File: config.mk
export PLATFORM = sky130hd
export DESIGN_NAME = dmem_arbiter
export DESIGN_NICKNAME = d
export VERILOG_FILES = /design/src/rtl/dmem_pkg.sv /design/src/rtl/dmem_arb_pick.sv /design/src/rtl/dmem_arbiter.sv
export SDC_FILE = /design/constraint.sdc
export NUM_CORES = 1
export LEC_CHECK = 0
export ABC_AREA = 0
export BUFFER_PORTS_ARGS = -buffer_cell sky130_fd_sc_hd__buf_4
export CAP_MARGIN = 20
export CORE_MARGIN = 2
export CORE_UTILIZATION = 40
export DETAILED_ROUTE_END_ITERATION = 6
export PLACE_DENSITY_LB_ADDON = 0.05
export SETUP_SLACK_MARGIN = 0.15
export SLEW_MARGIN = 20
export SYNTH_ARGS = -nofsm -noshare
export SYNTH_HDL_FRONTEND = slang
export SYNTH_SLANG_ARGS = --single-unit
File: constraint.sdc
create_clock -name clk -period 2.2 [get_ports clk]
set_input_delay 0.11 -clock clk [delete_from_list [all_inputs] [get_ports clk]]
set_output_delay 0.11 -clock clk [all_outputs]
set_load 0.01 [all_outputs]
File: src/rtl/dmem_pkg.sv
// -----------------------------------------------------------------------------
// dmem_pkg
// Shared definitions for the data-memory arbiter slice: default widths,
// FSM state encoding and requester port indices.
// Configuration macro used by this slice: DMEM_ARB_ROUND_ROBIN_EN
// -----------------------------------------------------------------------------
package dmem_pkg;

    localparam int DM_ADDRESS_DEF = 9;
    localparam int DATA_W_DEF     = 32;

    // Requester indices into req_i / we_i / gnt_o / done_o
    localparam int P_CORE   = 0;
    localparam int P_LOADER = 1;

    typedef enum logic [1:0] {
        S_IDLE   = 2'd0,
        S_ACCESS = 2'd1,
        S_DONE   = 2'd2
    } state_t;

endpackage

File: src/rtl/dmem_arb_pick.sv
// -----------------------------------------------------------------------------
// dmem_arb_pick
// Combinational arbitration decision between the two data-memory requesters.
// Ports:
//   req_i  [1:0] in   request vector (bit 0 = core, bit 1 = loader)
//   prio_i       in   index of the port that wins a contention
//   win_o  [1:0] out  one-hot winner (all-zero when nobody requests)
// -----------------------------------------------------------------------------
module dmem_arb_pick
    import dmem_pkg::*;
(
    input  logic [1:0] req_i,
    input  logic       prio_i,
    output logic [1:0] win_o
);

    always_comb begin
        win_o = req_i;
        if (req_i == 2'b11) begin
            win_o           = 2'b00;
            win_o[P_CORE]   = ~prio_i;
            win_o[P_LOADER] = prio_i;
        end
    end

endmodule

File: src/rtl/dmem_arbiter.sv
// -----------------------------------------------------------------------------
// dmem_arbiter
// Two-requester arbiter in front of a single-port data memory. Each transaction
// runs IDLE -> ACCESS -> DONE -> IDLE; requests are only sampled in IDLE.
// Policy: fixed priority to port 0 by default; define DMEM_ARB_ROUND_ROBIN_EN
// to alternate contended grants with a 1-bit last-grant register.
// Ports:
//   clk, reset            clock, asynchronous active-high reset
//   req_i, we_i [1:0]     per-requester request / write-enable
//   addr0_i, addr1_i      per-requester word address
//   wdata0_i, wdata1_i    per-requester write data
//   gnt_o  [1:0]          one-hot grant, high during ACCESS
//   done_o [1:0]          one-hot completion, high during DONE
//   rdata_o               registered read data, valid with done_o on a read
//   busy_o                high whenever not IDLE
//   MemRead, MemWrite     memory strobes (ACCESS only)
//   a, wd                 memory address / write data
//   rd                    combinational memory read data
// -----------------------------------------------------------------------------
module dmem_arbiter
    import dmem_pkg::*;
#(
    parameter int DM_ADDRESS = DM_ADDRESS_DEF,
    parameter int DATA_W     = DATA_W_DEF
) (
    input  logic                  clk,
    input  logic                  reset,
    input  logic [1:0]            req_i,
    input  logic [1:0]            we_i,
    input  logic [DM_ADDRESS-1:0] addr0_i,
    input  logic [DM_ADDRESS-1:0] addr1_i,
    input  logic [DATA_W-1:0]     wdata0_i,
    input  logic [DATA_W-1:0]     wdata1_i,
    output logic [1:0]            gnt_o,
    output logic [1:0]            done_o,
    output logic [DATA_W-1:0]     rdata_o,
    output logic                  busy_o,
    output logic                  MemRead,
    output logic                  MemWrite,
    output logic [DM_ADDRESS-1:0] a,
    output logic [DATA_W-1:0]     wd,
    input  logic [DATA_W-1:0]     rd
);

    state_t                state_q, state_d;
    logic [1:0]            win_q;
    logic                  we_q;
    logic [DM_ADDRESS-1:0] addr_q;
    logic [DATA_W-1:0]     wdata_q;
    logic [DATA_W-1:0]     rdata_q;

    logic [1:0]            win;
    logic                  win_idx;
    logic                  prio;
    logic                  take;

    // A new transaction is accepted only from IDLE
    assign take    = (state_q == S_IDLE) && (req_i != 2'b00);
    assign win_idx = win[P_LOADER];

`ifdef DMEM_ARB_ROUND_ROBIN_EN
    logic last_q;

    // Contended grant goes to the port that was not granted last. Reset value
    // pretends the loader was last so that port 0 is favoured first.
    assign prio = ~last_q;

    always_ff @(posedge clk or posedge reset) begin
        if (reset) begin
            last_q <= 1'b1;
        end else if (take) begin
            last_q <= win_idx;
        end
    end
`else
    assign prio = 1'b0;
`endif

    dmem_arb_pick u_pick (
        .req_i  (req_i),
        .prio_i (prio),
        .win_o  (win)
    );

    always_ff @(posedge clk or posedge reset) begin
        if (reset) begin
            state_q <= S_IDLE;
        end else begin
            state_q <= state_d;
        end
    end

    // Latch the winner's transaction so the requester is free to change its
    // inputs once granted.
    always_ff @(posedge clk or posedge reset) begin
        if (reset) begin
            win_q   <= 2'b00;
            we_q    <= 1'b0;
            addr_q  <= '0;
            wdata_q <= '0;
            rdata_q <= '0;
        end else begin
            if (take) begin
                win_q   <= win;
                we_q    <= we_i[win_idx];
                addr_q  <= win_idx ? addr1_i  : addr0_i;
                wdata_q <= win_idx ? wdata1_i : wdata0_i;
            end
            if ((state_q == S_ACCESS) && !we_q) begin
                rdata_q <= rd;
            end
        end
    end

    // Strobes decode from the state register, so an asynchronous reset in
    // ACCESS removes MemWrite before the next edge can commit a write.
    always_comb begin
        state_d  = state_q;
        gnt_o    = 2'b00;
        done_o   = 2'b00;
        MemRead  = 1'b0;
        MemWrite = 1'b0;
        case (state_q)
            S_IDLE: begin
                if (take) state_d = S_ACCESS;
            end
            S_ACCESS: begin
                gnt_o    = win_q;
                MemWrite = we_q;
                MemRead  = ~we_q;
                state_d  = S_DONE;
            end
            S_DONE: begin
                done_o  = win_q;
                state_d = S_IDLE;
            end
            default: state_d = S_IDLE;
        endcase
    end

    assign busy_o  = (state_q != S_IDLE);
    assign a       = addr_q;
    assign wd      = wdata_q;
    assign rdata_o = rdata_q;

endmodule
# == After elaboration in Yosys (flattened, before gate mapping) ==
# Index checks and enable logic that the tools add are counted.
# word_totals
in_bits,120
reg_bits,78
n_memories,0
ramBits,0
out_inout_bits,80
rom_bits,0
latch_bits,0
# classes
magnitude_cmp,1
shift,0
n_eq_ne,4
n_mul,0
n_div,0
bitwise,1
muxes,11
reduce_logical,6
n_addsub,0
# ops
operator,count
two-way mux 32 bit,1
two-way mux 9 bit,1
two-way mux 2 bit,4
"equality test 2 bit, second input constant",2
two-way mux 1 bit,4
one-hot mux 2 bit (2 select lines),1
nonzero test 2 bit,2
"equality test 2 x 1 -> 1 bit, second input constant",1
logical AND 1 bit,2
logical NOT 2 bit,1
"< comparator 1 x 2 -> 1 bit, second input constant",1
"inequality test 2 bit, second input constant",1
logical NOT 1 bit,1
NOT 1 bit,1

# == Logic depth before layout (Yosys ltp) ==
# Gate-level depths: netlist (run 1).
# logic_depth
ltp_word,4
ltp_mapped,5

# == Hierarchy ==
# A second synthesis (run 1) with hierarchy kept.
# unflattened
hier_cells,224
hier_area_um2,3804.9
# by_module_without_submodules
module,cells_each,seq_area_each_um2,instances,area_each_um2
dmem_arbiter,221,1951.9,1,3786.1
dmem_arb_pick,3,0.0,1,18.8

# == Worst setup path before layout (run 1) ==
# Ideal clock, no wire load.
# synth_path
path_kind,register to register
startpoint,reg state_q[1]
endpoint,reg addr_q[0] (netlist: a[0])
setup_time_ns,0.125
arrival_time_ns,1.338
path_stages_with_launch,6
path_buffers,2
path_slack_ns,0.737
required_ns,2.075
cell_sequence,dfrtp_1 nor2_2 o21a_1 buf_4 buf_6 mux2_4
# synth_via
elab_chain_cells,2
# synth_rtl
item,line_no,rtl
from (decl),dmem_arbiter.sv:45,"state_t state_q, state_d;"
from (signal assigned),dmem_arbiter.sv:89,state_q <= state_d;
logical NOT 2 bit,dmem_arbiter.sv:58,assign take = (state_q == S_IDLE) && (req_i != 2'b00);
logical AND 1 bit,dmem_arbiter.sv:58,
to (signal assigned),dmem_arbiter.sv:106,addr_q <= win_idx ? addr1_i : addr0_i;
to (decl),dmem_arbiter.sv:48,logic [DM_ADDRESS-1:0] addr_q;
# No other way between the ends.
# A chain may end at the register's enable or synchronous reset.

# == Final worst setup path (run 1) ==
# layout_path
startpoint,reg state_q[1]
endpoint,reg addr_q[6] (netlist: a[6])
# The elaborated chain is that of the path after synthesis.

==> metrics.txt, run 1 <==
P per Cell Area about 1300 mW/mm^2; crit share post-route between 70% and 80%; CP required 2.42 ns; TNS Setup 0 ns; std cell rows 35; Setup crit start state_q[1]; endpoint class of the critical path register; CP max stage cell dfrtp_1; first-pass GRT wire length ~13000 um; Die ar. 0.0104 sq mm; initial detailed-routing violation count 46; most common cell after layout, fill and taps aside buf_4; TritonCTS clock tree built; I/O pin count 200; Clock Path Buffers 2; First-pass DRT Iterations 4; Initial Utilization 41.4%; area share of the largest cell type after synthesis around half; Slew Limit Fails 0; Synth-to-Final Area Change 57.5%; instance area at placement roughly 0.0054 sq mm; Syn. warnings 0; Root Driver clkbuf_8; grt met1 use a little over a fifth; # DRC 0; Max Clk Rate ~600 MHz; worst reg-to-reg path cell count 4; share of layout cells above drive strength 1 71.3%; Die Wd 102 um; placed insts between 500 and 600; Pleak slightly above 3 nW; synthesized net count around 340; post-synthesis average cell area approximately 17 sq um; antenna-violating nets left 0; Tot GR Track Use roughly 17%; busiest metal layer after global routing met2; n_diodes 0; RSZ-0062 raised after global routing no; R2R Setup Slk between 0.5 and 0.6 ns; Critical R2R Capture a[6]; WL final 8810 um; htree depth 3; synth unique cells 18; antenna violations before repair 0; post-synthesis sequential area ratio between 50% and 60%; outcome finished clean; GPL Wtd Cong about 0.76; hpwl dp about 6300 um; Synth Instances 224; Hold Crit Depth 3; GRT overflow 0; setup violators final 0; Core ar. approximately 0.0092 sq mm; Buffers on Ports around 200; Final Instance Area 0.00603 sq mm; Max Cap Viol 0; r2r startpoint state_q[1]; worst-margin pin slew between 0.4 and 0.5 ns; vias in the first global route about 2800; met3 Resource Use GR about 4.8%; Post-Layout Cell Count just under 600; maximum vdd drop between 500 and 600 uV; worst skew pair latency approximately 0.34 ns; Slew HR about 72%; WS Path Type reg -> reg; end point of the critical path a[6]; cts bufs inserted 9; endpoints failing hold 0; largest net degree at the start of global routing 35; clk sinks 78; most frequent cells in the layout buf_4 (205), mux2_4 (80), dfrtp_1 (78); ranking of synthesized cells by area dfrtp_1 (51%), mux2_4 (31%), mux2_2 (7.1%); nets approximately 580; Post-Syn Area 0.00383 sq mm; Final Critical Period ~1.7 ns; synthesized flop and latch total between 70 and 80; crit path max fanout 23; via count 2656; Die Ht around 100 um; DR vias/cell 4.46; Crit path largest cell delay about 0.42 ns; WP data arrival ~1.9 ns; Worst Hold Class in -> reg; Worst Hold Launch req_i[1]; crit-path cells nor2_2 > o21a_2 > buf_4 > mux2_2; Clock Pin Slew Worst Setup and Hold Paths about 0.08 ns; met2 Usage GRT 27.3%; Worst setup SP type register; drt wl/cell 14.8 um; Setup Skew between 0.01 and 0.015 ns; library cell with the largest summed area after synthesis dfrtp_1
-- final cells by class --
| class | count | area, sq um |
|---|---|---|
| Fill cell | 667 | 3210 |
| Sequential cell | 78 | 1950 |
| Timing Repair Buffer | 241 | 1920 |
| Multi-Input combinational cell | 130 | 1710 |
| Tap cell | 129 | 161 |
| Clock buffer | 11 | 141 |
| Clock inverter | 5 | 129 |
| Inverter | 2 | 11.3 |
-- synthesized netlist by cell type (all sizes together) --
cell / number
a21oi: 2
o21a: 1
nand2: 1
dfrtp: 78
inv: 2
nand2b: 1
mux2: 116
and2: 3
buf: 14
nor2b: 2
a22o: 1
and3b: 2
nor2: 1
-- stage by stage --
| stage | power [mW] | utilization (%) | setup slack, ns | hold WS, ns |
|---|---|---|---|---|
| 2_1_floorplan | 4.73 | - | 0.737 | 0.196 |
| 3_3_place_gp | 6.26 | 58.6 | 0.551 | 0.0954 |
| 3_5_place_dp | 6.31 | 58.6 | 0.507 | 0.0940 |
| 4_1_cts | 7.79 | 65.1 | 0.500 | 0.00369 |
| 5_1_grt | 8.18 | 65.2 | 0.424 | 0.114 |
| 6_report | 7.72 | 65.2 | 0.508 | 0.103 |
-- flip-flops by register name, summed over array words and instances (netlist names) --
| register | count |
|---|---|
| win_q | 2 |
| wd | 32 |
| we_q | 1 |
| state_q | 2 |
| a | 9 |
| rdata_o | 32 |
-- worst min-delay path by stage --
stage	to	slack, ns
after floorplan	win_q[1]	0.20
after global placement	rdata_o[28]	0.1
after detailed placement	rdata_o[28]	0.09
after CTS	rdata_o[12]	0.004
after global routing	wd[26]	0.11
final	win_q[0]	0.10
-- worst max-delay path, delay by kind of cell (launching register included) --
family,cells,cell delay (ns)
flops,1,0.42
mux,1,0.38
buf+inv,1,0.37
simple gates,1,0.22
compound gates,1,0.18
-- layer usage --
layer | vias up | wire, um
li1 | 1269 | -
met1 | 1254 | 3690
met2 | 118 | 4320
met3 | 15 | 663
met4 | 0 | 140
met5 | - | 0
-- where the power goes --
group | internal (mW) | switching (mW)
sequential | 2.18 | 0.420
clock | 0.905 | 0.512
combinational | 2.31 | 1.39
-- timing repair --
item,4_1_cts,5_1_grt
gates resized for setup,0,0
setup buffers,0,0
hold endpoints to repair,43,1
endpoints found under the setup margin,0,0
hold buffers,33,1
-- cells by family (layout without fill, tap and decap cells) --
kind of cell / count (synthesis) / after routing / synth area share [%]
buf+inv: 16 / 259 / 4.51
simple gates: 10 / 10 / 1.77
flops: 78 / 78 / 51.0
compound gates: 4 / 4 / 0.720
mux: 116 / 116 / 42.0
Power figures use the tool's default switching activity.
==> run 2, diff against run 1 <==
--- a/config.mk
+++ b/config.mk
@@ -5,7 +5,7 @@
 export SDC_FILE = /design/constraint.sdc
 export NUM_CORES = 1
 export LEC_CHECK = 0
-export ABC_AREA = 0
+export ABC_AREA = 1
 export BUFFER_PORTS_ARGS = -buffer_cell sky130_fd_sc_hd__buf_4
 export CAP_MARGIN = 20
 export CORE_MARGIN = 2
==> constraint.sdc (replaced) <==
create_clock -name clk -period 1.6 [get_ports clk]
set_input_delay 0.08 -clock clk [delete_from_list [all_inputs] [get_ports clk]]
set_output_delay 0.08 -clock clk [all_outputs]
set_load 0.01 [all_outputs]
==> run 2 against run 1 <==
  * Die area down 4.9%
  * Via count grew 43%
  * Total power is 23% higher
  * Critical path type is now reg -> out
  * Critical endpoint is now MemRead
  * Largest cell class is now non-clock buffers
==> metrics.txt, run 2 <==
TritonCTS clock tree built; TNS Setup 0 ns (unchanged); Post-synth top cells nand2_1 (309), dfrtp_1 (78), nand3_1 (42), buf_2 (15), buf_6 (7); endpoints failing hold 0 (unchanged); synthesized flop and latch total 78 (unchanged); hpwl dp 7440 um (+18%); P per Cell Area 1640 mW/mm^2 (+28%); count leader, synth nand2_1; via count 3800 (+43%); Worst Hold Class in -> reg; nets 831 (+43%); Clock Pin Slew Worst Setup and Hold Paths 0.08 ns (about the same); library cell with the largest summed area after synthesis dfrtp_1; Max Clk Rate approximately 740 MHz; Die Ht 99.3 um (-2.5%); largest net degree at the start of global routing 43 (+23%); Initial Utilization 41.4% (about the same); area share of the largest cell type after synthesis 53.8% (+2.8 points); Synth Instances 479 (+110%); initial detailed-routing violation count 141 (+210%); I/O pin count 200 (unchanged); Root Driver clkbuf_8; Die Wd 99.3 um (-2.5%); post-synthesis sequential area ratio 53.8% (+2.8 points); cts bufs inserted 9 (unchanged); n_diodes 0 (unchanged); number of enable flip-flop cells after synthesis 0 (unchanged); GRT overflow 0 (unchanged); crit path max fanout 3 (-87%); asr flop ratio synth 100% (unchanged); Pleak 3.32 nW (+8.3%); # DRC 0 (unchanged); Worst setup SP type register; maximum vdd drop 722 uV (+24%); std cell rows 34 (-2.9%); largest family of logic cells by synthesized area simple AND/OR/NAND/NOR gates; setup violators final 0 (unchanged); Pwr Total 9.46 mW (+23%); antenna violations before repair 0 (unchanged); Syn. warnings 0 (unchanged); first-pass GRT wire length 17500 um (+31%); most frequent cells in the layout nand2_1 (309), buf_4 (210), dfrtp_1 (77); prevailing post-synth register cell dfrtp_1; vias in the first global route 3627 (+30%); Final Critical Period about 1.4 ns; Post-Syn Area 0.00363 sq mm (-5.1%); drt wl/cell 13.0 um (-12%); Slew HR 64.3% (-8.0 points); fillcell total 766 (+15%); WS Path Type reg -> out; htree depth 3 (unchanged); WP data arrival 1.27 ns (-0.64 ns); CP required 1.52 ns (-0.90 ns); Slew Limit Fails 0 (unchanged); Core ar. 0.00876 sq mm (-5.2%); most common cell after layout, fill and taps aside nand2_1; endpoint class of the critical path output port; Die ar. 0.00985 sq mm (-4.9%); antenna-violating nets left 0 (unchanged); synth unique cells 14 (-4); ranking of synthesized cells by area dfrtp_1 (54%), nand2_1 (32%), nand3_1 (5.8%); WL final 10700 um (+22%); mux share of post-synthesis cell area 0% (-42 points); outcome finished clean; GPL Wtd Cong 0.765 (+0.33%); Clock Path Buffers 2 (unchanged); synthesized net count 599 (+74%); crit share post-route 84.6%; Setup Skew 0.0131 ns (+0.00214 ns); First-pass DRT Iterations 4 (unchanged); Post-Synth XOR/XNOR Area 0% (unchanged); DR vias/cell 4.61 (+3.5%); Post-Synth Adder-Cell Area 0% (unchanged); worst skew pair latency 0.36 ns (+0.02 ns); worst-margin pin slew 0.535 ns (+0.119 ns); Simple-Gate Fraction of Synth Area 39.5% (+38 points); Synth-to-Final Area Change 58.8%; share of layout cells above drive strength 1 33.5% (-38 points); RSZ-0062 raised after global routing no; clk sinks 78 (unchanged); post-synthesis average cell area 7.58 sq um (-56%); Compound-Gate Fraction of Synth Area 0.517% (-0.20 points); Max Cap Viol 0 (unchanged); Tot GR Track Use 22.3% (+5.6 points); Buffers on Ports 199 (unchanged)
[run 2: cell count changes after synthesis, moves of 5 or more]
cell	change
nand2_1	+308
nand3_1	+42
mux2_2	-24
mux2_4	-80
nor2_1	+5
mux2_1	-12
buf_2	+15
[run 2: metal layers]
layer	vias to the layer above	routed length [um]	GRT usage (%)
met1	1738	4610	28.5
met5	-	0	0
met2	122	5270	37.3
met3	11	721	5.41
li1	1929	-	-
met4	0	139	7.27
[run 2: critical path, cell delays in order, from the launching register on]
cell and delay, ns:
dfrtp_2 0.44, nor2_4 0.14, nand2_2 0.14, inv_8 0.09, buf_4 0.11
[run 2: cell families (layout without fill, tap and decap cells)]
group | count (synthesis) | in the layout
AOI/OAI and AO/OA | 3 | 3
buffers and inverters | 36 | 273
DFF | 78 | 78
and+or+nand+nor | 362 | 362
[run 2: through the flow]
step	cell area (sq um)	hold slack [ns]	cells	utilization (%)	setup slack (ns)
2_1_floorplan	3630	0.190	479	-	0.472
3_3_place_gp	5180	0.160	770	59.1	0.277
3_5_place_dp	5180	0.160	770	59.1	0.253
4_1_cts	5760	0.00120	824	65.7	0.209
5_1_grt	5760	0.0191	824	65.8	0.153
6_report	5760	0.00880	824	65.8	0.246
[run 2: report_power, final]
group	total (mW)	internal, mW	switching [mW]	leakage [nW]
clock	1.50	0.732	0.764	0.0931
combinational	4.50	2.09	2.41	2.26
sequential	3.46	2.93	0.533	0.964
[run 2: final cells by class]
type	count	area (sq um)	area share, %
Clock buffer	10	128	2.21
Clock inverter	6	71.3	1.24
Inverter	9	45.0	0.782
Multi-Input combinational cell	365	1460	25.3
Sequential cell	78	1950	33.9
Tap cell	108	135	2.34
Timing Repair Buffer	247	1970	34.1
Timing Repair inverter	1	6.26	0.109
[run 2: worst paths after layout]
kind,from,endpoint,slack (ns),depth (start not counted)
max in group asynchronous,reset,state_q[1],0.73,4
worst max register to register,state_q[0],rdata_o[4],0.29,6
worst min register to register,a[1],a[1],0.49,2
worst min-delay path,addr0_i[8],a[8],0.009,5
worst max-delay path,state_q[1],MemRead,0.25,4
min in group asynchronous,reset,rdata_o[17],0.33,3
[run 2: repair_timing]
item	in CTS	in global routing
buffers inserted	2	0
cloned	1	0
setup endpoints to repair	1	5
endpoints found under the hold margin	54	0
hold buffers	35	0
resized for setup	3	2
==> run 3, diff against run 2 <==
--- a/config.mk
+++ b/config.mk
@@ -5,7 +5,7 @@
 export SDC_FILE = /design/constraint.sdc
 export NUM_CORES = 1
 export LEC_CHECK = 0
-export ABC_AREA = 1
+export ABC_AREA = 0
 export BUFFER_PORTS_ARGS = -buffer_cell sky130_fd_sc_hd__buf_4
 export CAP_MARGIN = 20
 export CORE_MARGIN = 2
==> constraint.sdc (replaced) <==
create_clock -name clk -period 1.2 [get_ports clk]
set_input_delay 0.06 -clock clk [delete_from_list [all_inputs] [get_ports clk]]
set_output_delay 0.06 -clock clk [all_outputs]
set_load 0.01 [all_outputs]
==> run 3 against run 2 <==
  * The flow now finishes with violations (setup timing)
  * Wire length shrank 12%
  * Cell area grew 12%
  * Non-clock buffer count grew 15
  * Global-route usage shrank 4.4 points
  * Cell count shrank 25%
  * Sequential share of layout area shrank 3.6 points
  * First-iteration DRC count shrank 74%
  * Critical path depth grew 2
  * Worst hold slack gained 0.065 ns
  * Sequential cell count is the same
  * Clock power grew 31%
  * Critical endpoint is now wd[31]
  * Largest cell class unchanged
  * Largest power group unchanged
==> metrics.txt, run 3 (synthesis results as in run 1) <==
P per Cell Area 2390 mW/mm^2 (+45%); smallest hold slack 0.0742 ns (+0.0654 ns); htree depth 3 (unchanged); endpoint class of the critical path register; Slew Limit Fails 0 (unchanged); Die Wd 102 um (+2.6%); drt wl/cell 15.4 um (+18%); endpoints failing hold 0 (unchanged); Die ar. 0.0104 sq mm (+5.2%); Clock Pin Slew Worst Setup and Hold Paths 0.09 ns (about the same); share of layout cells above drive strength 1 76.0% (+43 points); via count 2781 (-27%); Initial Utilization 41.4% (about the same); crit share post-route 126%; WS Path Type reg -> reg; Pwr Total 15.4 mW (+63%); Worst setup SP type register; Core ar. 0.00924 sq mm (+5.4%); Final Critical Period between 1.5 and 2 ns; WP data arrival 1.73 ns (+0.46 ns); Setup Skew 0.00929 ns (-0.00379 ns); CP max stage cell dfrtp_1; # DRC 0 (unchanged); DR vias/cell 4.51 (-2.3%); GPL Wtd Cong 0.738 (-3.5%); Slew HR 71.7% (+7.4 points); antenna violations before repair 0 (unchanged); I/O pin count 200 (unchanged); initial detailed-routing violation count 37 (-74%); setup violators final 82 (+82); outcome complete, but fails checks; std cell rows 35 (+2.9%); Root Driver clkbuf_8; hpwl dp 6230 um (-16%); first-pass GRT wire length 14500 um (-17%); First-pass DRT Iterations 6 (+2); n_diodes 0 (unchanged); Die Ht 102 um (+2.6%); TritonCTS clock tree built; Post-Layout Cell Count 617 (-25%); Final Instance Area 0.00645 sq mm (+12%); CP required 1.42 ns (-0.10 ns); WL final 9480 um (-12%); most frequent cells in the layout buf_4 (200), mux2_4 (98), dfrtp_1 (77); Max Clk Rate roughly 660 MHz; RSZ-0062 raised after global routing yes; worst skew pair latency 0.34 ns (-0.02 ns); nets 603 (-27%); Crit path largest cell delay 0.40 ns (-0.04 ns); Max Cap Viol 0 (unchanged); antenna-violating nets left 0 (unchanged); largest net degree at the start of global routing 79 (+84%); maximum vdd drop 1080 uV (+49%); Final WS setup -0.307 ns (-0.554 ns); most common cell after layout, fill and taps aside buf_4; Tot GR Track Use 17.9% (-4.4 points); Pleak 3.27 nW (-1.5%); violated checks setup timing; cts bufs inserted 9 (unchanged); Worst Hold Class in -> reg; placed insts 550 (-29%); Buffers on Ports 199 (unchanged); crit path max fanout 6 (+3); Synth-to-Final Area Change 68.5%; vias in the first global route 2982 (-18%); Critical Path Most Common Cell buf_6; GRT overflow 0 (unchanged); clk sinks 78 (unchanged); pre-CTS setup slack -0.286 ns (-0.539 ns); TNS Setup -21.90 ns (-21.90 ns); instance area at placement 0.00553 sq mm (+6.8%); crit-path cells buf_6 > nor2_4 > o21a_4 > buf_6 > buf_16 > mux2_4; worst-margin pin slew 0.425 ns (-0.110 ns); fin util 69.8% (+4.0 points); Clock Path Buffers 2 (unchanged)
[run 3: where the power goes]
group	leakage [nW]	internal, mW	switching [mW]
Sequential	0.914	4.01	0.821
Combinational	2.26	5.61	2.98
Clock	0.0895	0.977	0.991
[run 3: critical path, delay by kind of cell, from the launching register on]
family,cells,cell delay (ns)
compound gates,1,0.20
simple gates,1,0.13
flops,1,0.40
buf+inv,3,0.37
mux,1,0.30
[run 3: final timing paths]
kind	startpoint	to	slack [ns]	cells past startpoint
min	wdata0_i[12]	wd[12]	0.07	3
min in group asynchronous	reset	rdata_o[26]	0.38	4
max in group asynchronous	reset	a[4]	0.47	4
max reg2reg	state_q[0]	wd[31]	-0.31	6
max	state_q[0]	wd[31]	-0.31	6
min reg2reg	rdata_o[7]	rdata_o[7]	0.49	1
[run 3: routing by layer]
layer	track usage, %	vias to the layer above	wire length [um]
met5	0	-	0
met4	5.09	0	103
met3	4.62	11	657
met2	30.3	112	4930
met1	22.6	1349	3800
li1	-	1309	-
[run 3: final cells by class]
type	instances	area (sq um)
multi-input cells	130	1820
clock inverters	6	70.1
fillers	635	2790
clock buffers	10	128
repair buffers	262	2310
flip-flops and latches	78	1950
inverters	2	13.8
well taps	129	161
[run 3: what timing repair did]
action / 4_1_cts / 5_1_grt
gates cloned: 4 / 1
hold buffers: 34 / 0
hold endpoints to repair: 111 / 0
gates resized for setup: 29 / 15
endpoints found under the setup margin: 83 / 84
pin swaps: 0 / 1
buffers inserted: 9 / 3
